===== src/rtl/keypad_scanner_if.sv =====
`timescale 1ns/1ps
// keypad_scanner_if
// Pmod KYPD matrix keypad bundle plus the decoded key event outputs.
//   row       : keypad rows, active-low (keypad -> scanner)
//   col       : column strobe, active-low, one-hot-low (scanner -> keypad)
//   key_code  : hex code of last accepted key
//   key_valid : one-cycle press event
//   key_down  : key currently held (press accepted, release not yet accepted)
// master = scanner side, slave = keypad / consumer side.
interface keypad_scanner_if;
   logic [3:0] row;
   logic [3:0] col;
   logic [3:0] key_code;
   logic       key_valid;
   logic       key_down;

   modport master (input row, output col, output key_code, output key_valid, output key_down);
   modport slave  (output row, input col, input key_code, input key_valid, input key_down);
endinterface


===== src/rtl/keypad_scanner.sv =====
`timescale 1ns/1ps
// keypad_scanner
// Strobes the four keypad columns one at a time (active-low), samples the
// synchronized rows at the end of each column slot, classifies each full
// 4-column scan as NONE / SINGLE / MULTI and debounces on scan results.
// Ports:
//   clk, rst_n : clock, async active-low reset
//   kp         : keypad_scanner_if.master (row in; col, key_code, key_valid,
//                key_down out)
// Parameters:
//   SCAN_DIV       : clock cycles per column slot (>= 2)
//   DEBOUNCE_SCANS : identical consecutive scans to accept press/release (>= 1)
module keypad_scanner #(
   parameter int SCAN_DIV       = 100000,
   parameter int DEBOUNCE_SCANS = 4
) (
   input  logic               clk,
   input  logic               rst_n,
   keypad_scanner_if.master   kp
);
   localparam int SW = $clog2(SCAN_DIV);
   localparam int CW = $clog2(DEBOUNCE_SCANS + 1);
   localparam logic [SW-1:0] SLOT_LAST = SW'(SCAN_DIV - 1);
   localparam logic [CW-1:0] CNT_MAX   = CW'(DEBOUNCE_SCANS);
   localparam logic [CW-1:0] CNT_ONE   = CW'(1);

   typedef enum logic [1:0] {IDLE, PRESS_WAIT, HELD, RELEASE_WAIT} state_t;

   // Row index r*4+c -> hex legend printed on the keypad.
   function automatic logic [3:0] key_map(input logic [3:0] idx);
      case (idx)
         4'd0:  key_map = 4'h1;
         4'd1:  key_map = 4'h2;
         4'd2:  key_map = 4'h3;
         4'd3:  key_map = 4'hA;
         4'd4:  key_map = 4'h4;
         4'd5:  key_map = 4'h5;
         4'd6:  key_map = 4'h6;
         4'd7:  key_map = 4'hB;
         4'd8:  key_map = 4'h7;
         4'd9:  key_map = 4'h8;
         4'd10: key_map = 4'h9;
         4'd11: key_map = 4'hC;
         4'd12: key_map = 4'h0;
         4'd13: key_map = 4'hF;
         4'd14: key_map = 4'hE;
         default: key_map = 4'hD;
      endcase
   endfunction

   logic [3:0]    row_meta, row_sync;
   logic [SW-1:0] slot_cnt;
   logic [1:0]    col_idx;
   logic          slot_last, scan_end;
   logic [15:0]   snap, col_hits, snap_full;
   logic          any_key, single_key;
   logic [3:0]    hit_idx, hit_code;

   state_t        state, state_nx;
   logic [CW-1:0] cnt, cnt_nx, cnt_inc;
   logic [3:0]    cand, cand_nx;
   logic [3:0]    code_q, code_nx;
   logic          valid_q, valid_nx;
   logic          down_q, down_nx;

   // Rows are asynchronous to clk; idle (pulled-up) value is all ones.
   always_ff @(posedge clk or negedge rst_n) begin
      if (!rst_n) begin
         row_meta <= 4'hF;
         row_sync <= 4'hF;
      end else begin
         row_meta <= kp.row;
         row_sync <= row_meta;
      end
   end

   assign slot_last = (slot_cnt == SLOT_LAST);
   assign scan_end  = slot_last && (col_idx == 2'd3);

   always_ff @(posedge clk or negedge rst_n) begin
      if (!rst_n) begin
         slot_cnt <= '0;
         col_idx  <= 2'd0;
      end else if (slot_last) begin
         slot_cnt <= '0;
         col_idx  <= col_idx + 2'd1;
      end else begin
         slot_cnt <= slot_cnt + SW'(1);
      end
   end

   assign kp.col = ~(4'b0001 << col_idx);

   // Hits of the column currently strobed, placed at bit r*4+c.
   always_comb begin
      col_hits = '0;
      for (int r = 0; r < 4; r++)
         for (int c = 0; c < 4; c++)
            col_hits[r*4+c] = (col_idx == 2'(c)) && !row_sync[r];
   end

   // snap_full folds in the current slot's sample so that at scan end the
   // column-3 sample taken on that same cycle is part of the classification.
   assign snap_full = snap | col_hits;

   always_ff @(posedge clk or negedge rst_n) begin
      if (!rst_n)         snap <= '0;
      else if (scan_end)  snap <= '0;
      else if (slot_last) snap <= snap_full;
   end

   assign any_key    = |snap_full;
   assign single_key = any_key && ((snap_full & (snap_full - 16'd1)) == 16'd0);

   always_comb begin
      hit_idx = 4'd0;
      for (int i = 0; i < 16; i++)
         if (snap_full[i]) hit_idx = 4'(i);
   end
   assign hit_code = key_map(hit_idx);
   assign cnt_inc  = cnt + CNT_ONE;

   always_ff @(posedge clk or negedge rst_n) begin
      if (!rst_n) begin
         state   <= IDLE;
         cnt     <= '0;
         cand    <= 4'd0;
         code_q  <= 4'd0;
         valid_q <= 1'b0;
         down_q  <= 1'b0;
      end else begin
         state   <= state_nx;
         cnt     <= cnt_nx;
         cand    <= cand_nx;
         code_q  <= code_nx;
         valid_q <= valid_nx;
         down_q  <= down_nx;
      end
   end

   // Debounce FSM; advances only on scan-end results. MULTI never yields an
   // event, and once HELD further keys are ignored until a clean release.
   always_comb begin
      state_nx = state;
      cnt_nx   = cnt;
      cand_nx  = cand;
      code_nx  = code_q;
      valid_nx = 1'b0;
      down_nx  = down_q;
      if (scan_end) begin
         case (state)
            IDLE: begin
               if (single_key) begin
                  cand_nx = hit_code;
                  if (DEBOUNCE_SCANS == 1) begin
                     state_nx = HELD;
                     cnt_nx   = '0;
                     code_nx  = hit_code;
                     valid_nx = 1'b1;
                     down_nx  = 1'b1;
                  end else begin
                     state_nx = PRESS_WAIT;
                     cnt_nx   = CNT_ONE;
                  end
               end
            end
            PRESS_WAIT: begin
               if (single_key && hit_code == cand) begin
                  if (cnt_inc == CNT_MAX) begin
                     state_nx = HELD;
                     cnt_nx   = '0;
                     code_nx  = cand;
                     valid_nx = 1'b1;
                     down_nx  = 1'b1;
                  end else begin
                     cnt_nx = cnt_inc;
                  end
               end else begin
                  state_nx = IDLE;
                  cnt_nx   = '0;
               end
            end
            HELD: begin
               if (!any_key) begin
                  if (DEBOUNCE_SCANS == 1) begin
                     state_nx = IDLE;
                     cnt_nx   = '0;
                     down_nx  = 1'b0;
                  end else begin
                     state_nx = RELEASE_WAIT;
                     cnt_nx   = CNT_ONE;
                  end
               end
            end
            default: begin // RELEASE_WAIT
               if (!any_key) begin
                  if (cnt_inc == CNT_MAX) begin
                     state_nx = IDLE;
                     cnt_nx   = '0;
                     down_nx  = 1'b0;
                  end else begin
                     cnt_nx = cnt_inc;
                  end
               end else begin
                  state_nx = HELD;
                  cnt_nx   = '0;
               end
            end
         endcase
      end
   end

   assign kp.key_code  = code_q;
   assign kp.key_valid = valid_q;
   assign kp.key_down  = down_q;
endmodule


===== src/flat_wrapper.sv =====
// flat-port wrapper written by rule: the top's interface ports become plain ports
module keypad_scanner_flat 
#(
   parameter int SCAN_DIV       = 100000,
   parameter int DEBOUNCE_SCANS = 4
)
  (clk, rst_n, kp_row, kp_col, kp_key_code, kp_key_valid, kp_key_down);
  keypad_scanner_if kp_i ();
  input  logic clk;
  input  logic rst_n;
  input wire logic [$bits(kp_i.row)-1:0] kp_row;
  output wire logic [$bits(kp_i.col)-1:0] kp_col;
  output wire logic [$bits(kp_i.key_code)-1:0] kp_key_code;
  output wire logic [$bits(kp_i.key_valid)-1:0] kp_key_valid;
  output wire logic [$bits(kp_i.key_down)-1:0] kp_key_down;
  assign kp_i.row = kp_row;
  assign kp_col = kp_i.col;
  assign kp_key_code = kp_i.key_code;
  assign kp_key_valid = kp_i.key_valid;
  assign kp_key_down = kp_i.key_down;
  keypad_scanner #(.SCAN_DIV(SCAN_DIV), .DEBOUNCE_SCANS(DEBOUNCE_SCANS)) u_core (.clk(clk), .rst_n(rst_n), .kp(kp_i));
endmodule

===== config.mk =====
export PLATFORM = sky130hd
export DESIGN_NAME = keypad_scanner_flat
export DESIGN_NICKNAME = d
export VERILOG_FILES = /design/src/rtl/keypad_scanner_if.sv /design/src/rtl/keypad_scanner.sv /design/src/flat_wrapper.sv
export SDC_FILE = /design/constraint.sdc
export NUM_CORES = 1
export LEC_CHECK = 0
export ABC_AREA = 1
export BUFFER_PORTS_ARGS = -buffer_cell sky130_fd_sc_hd__buf_4
export CAP_MARGIN = 20
export CORE_MARGIN = 5
export CORE_UTILIZATION = 60
export DETAILED_ROUTE_END_ITERATION = 10
export HOLD_SLACK_MARGIN = 0.15
export PLACE_DENSITY = 0.8
export SLEW_MARGIN = 20
export SYNTH_ARGS = -nofsm -noshare
export SYNTH_HDL_FRONTEND = slang
export SYNTH_SLANG_ARGS = --single-unit

===== constraint.sdc =====
create_clock -name clk -period 3.77 [get_ports clk]
set_clock_uncertainty 0.15 [all_clocks]
set_input_delay 0.9425 -clock clk [delete_from_list [all_inputs] [get_ports clk]]
set_output_delay 0.9425 -clock clk [all_outputs]
set_load 0.005 [all_outputs]

==> flow_summary.ini <==
[synthesis]
synth_top_flop_cell = dfrtp_1
synth_sequential_area_ratio_pct = 40.9
netlist_area_um2 = 3580
ys_async_rst_share_pct = 100
share_of_the_synthesized_area_in_the_top_cell_type_pct = 35.0
syn-instance-count = 470
post-synth-top-count-cell = nand2_1
mappedNetlistNets = 487
synth_enable_flop_cells = 0
synth.largest_area_cell = dfrtp_1
ys_ff_latch = 58
synth_area_per_cell_um2 = 7.61
synth_top_cells_by_area = dfrtp_1 35%, nand2_1 12%, inv_1 7.9%
synthesis.yosys.warnings = 0
synth_cell_types = 41
synth.top_cells.by_count = 111 x nand2_1, 75 x inv_1, 50 x dfrtp_1

[timing]
clock.fmax_mhz = 273
hold_viol = 0
hold_ws_ns = 0.201
finalCriticalPeriod_ns = 3.66
final_critical_path_setup_slack_ns = 0.107
final.period_utilization_pct = 97.2
rsz0062_at_grt = true
worst_slew_margin_pct = 51.6
report.final.setup_viol = 0
timing_worst_slew_pin_value_ns = 0.725
report.final.slew_viol_count = 0

[global_routing]
groute.usage.overall_pct = 23.0
grt_pass1_wl_mm = 13.9
initial_antenna_violation_count = 0
grt_max_degree = 59
grt_pass1_vias = 3157
grt_overflow_total = 0

[layout]
final-instance-count-excl-fill = 585
final_util_pct = 72.2
post_route_cells_drive_above_1_share_pct = 25.7
diodes = 0
seq_area_um2 = 1460
final_net_count = 522
multi_input_comb_area_um2 = 1880
area_growth_syn_to_layout_pct = 18.1
layout.filler_cells = 450

[die]
boundaryPins = 16
placementRows = 28
die_width_um = 87.2
design.die.area_um2 = 7600
initial_utilization_pct = 61.1
die-height_um = 87.2
core_area_um2 = 5850

[clock_tree]
clockBufferDepth = 2
tritoncts = yes
number_of_hold_repair_buffers_added_at_the_cts_stage = 0
clk_root_buffer_cell = clkbuf_8
tritoncts_num_sinks = 58
clk_pin_slew_ns = 0.07
clock_insertion_delay_worst_skew_ns = 0.34
htree_num_levels = 3
cts-buffers-inserted = 9

[place]
post-dp-hpwl_mm = 5.63
routabilityCongestion = 0.936
io_buffers = 15
total_placed_cells_including_tap_cells = 559
dp_slack_ns = -0.00203

[routing]
ant_nets = 0
starting_drc_count_in_detailed_routing = 193
drt-vias-per-instance = 5.39
wirelength_mm = 8.12
final_routed_drc_violation_total = 0
drt-pass1-iter-count = 5
routedWlPerCell_um = 13.9
routed-via-count = 3154

[pwr]
vdd_drop_max_mv = 0.272
static-leakage-power_nw = 2.17
switching_share_of_total_power_pct = 22.9
power-per-cell-area_nw_per_um2 = 327
post-layout-total-power_mw = 1.38
power_switching_mw = 0.317
clkPwrFrac_pct = 48.5
sequentialPowerShare_pct = 45.9
comb_power_share_pct = 5.7
internal_power_mw = 1.06

[critical_path]
critical_path_class = flop to flop
cp_num_buf_inv = 4
critical-path-slowest-cell = dfrtp_1
critPathArrivalTime_ns = 3.79
timing.critical_path.fanout_max = 5
worst_path_dominant_cell_family = simple AND/OR/NAND/NOR gates
endpoint_kind = flop
crit_path_max_incr_delay_ns = 0.43
crit_path_frequent_cell = nand2_1
critPathRequiredTime_ns = 3.90
critPathLaunchType = flop

[run_status]
outcome = complete, no violations

[hold_path]
worst_hold_path_type = flop to flop

[flow_run]
maxCapViolations = 0
## cell families after synthesis
kind of cell / count (synthesis) / synth area share [%]
xor+xnor: 4 / 0.980
compound gates: 65 / 12.5
flops: 58 / 40.9
buf+inv: 94 / 10.1
fa+ha+maj: 11 / 3.85
simple gates: 238 / 31.6
## state kept, by name (all words and copies together) (netlist names)
register             count
u_core.kp.key_code       4
u_core.cnt               3
u_core.kp.key_valid      1
u_core.state             2
u_core.kp.key_down       1
u_core.row_sync          4
u_core.col_idx           2
u_core.snap             16
u_core.row_meta          4
u_core.slot_cnt         17
u_core.cand              4
## timing repair
item / 4_1_cts / 5_1_grt
setup endpoints to repair: 6 / 11
buffers inserted: 0 / 10
pin swaps: 0 / 13
resized for setup: 3 / 31
## stage by stage
stage	TNS [ns]	area (µm²)
floorplan	0	3580
global placement	0	3780
detailed placement	-0.00203	3780
CTS	0	4030
global route	-0.525	4220
finish	0	4220
## power by group through the flow
stage	Combinational [mW]	Sequential (mW)	Clock (mW)
6_report	0.0785	0.633	0.669
3_5_place_dp	0.0736	0.644	0
5_1_grt	0.0877	0.633	0.704
4_1_cts	0.0741	0.633	0.674
2_1_floorplan	0.0480	0.643	0
3_3_place_gp	0.0719	0.644	0
## layout make-up
| class | count | area share [%] |
|---|---|---|
| Clock buffer | 12 | 3.67 |
| Clock inverter | 4 | 1.75 |
| Inverter | 90 | 8.12 |
| Multi-Input combinational cell | 318 | 44.6 |
| Sequential cell | 58 | 34.6 |
| Tap cell | 75 | 2.22 |
| Timing Repair Buffer | 28 | 4.98 |
## placed cells by master, fill, tap and decap left out, drive strengths merged, types with 2 or more instances in the layout
cell type  synthesis  routed
nand2            124     124
inv               88      88
nor2              56      56
dfrtp             50      50
o21ai             30      30
buf                1      28
nand3             26      26
a21oi             19      19
nand4             12      12
clkbuf             3      12
ha                11      11
o31ai              8       8
dfstp              8       8
nor3               8       8
nor4               7       7
clkinv             2       4
a31oi              3       3
xor2               3       3
and2               2       2
bufinv             0       2
o21bai             2       2
## layer usage
metal | part of all wire, % | up-vias | track usage [%]
li1 | - | 1567 | -
met1 | 42 | 1481 | 28.1
met2 | 51 | 84 | 39.5
met3 | 4.3 | 22 | 6.24
met4 | 2.3 | 0 | 7.11
met5 | 0 | - | 0
## final timing paths
kind	startpoint	end	slack, ns	cells after the start
min	u_core.row_meta[0]	u_core.row_sync[0]	0.20	0
min in group asynchronous	rst_n	u_core.slot_cnt[2]	0.49	1
min reg2reg	u_core.row_meta[0]	u_core.row_sync[0]	0.20	0
max in group asynchronous	rst_n	u_core.snap[12]	2.47	1
max	u_core.col_idx[1]	u_core.state[1]	0.11	25
max reg2reg	u_core.col_idx[1]	u_core.state[1]	0.11	25
Note: power is estimated with default switching activity, not from simulation.
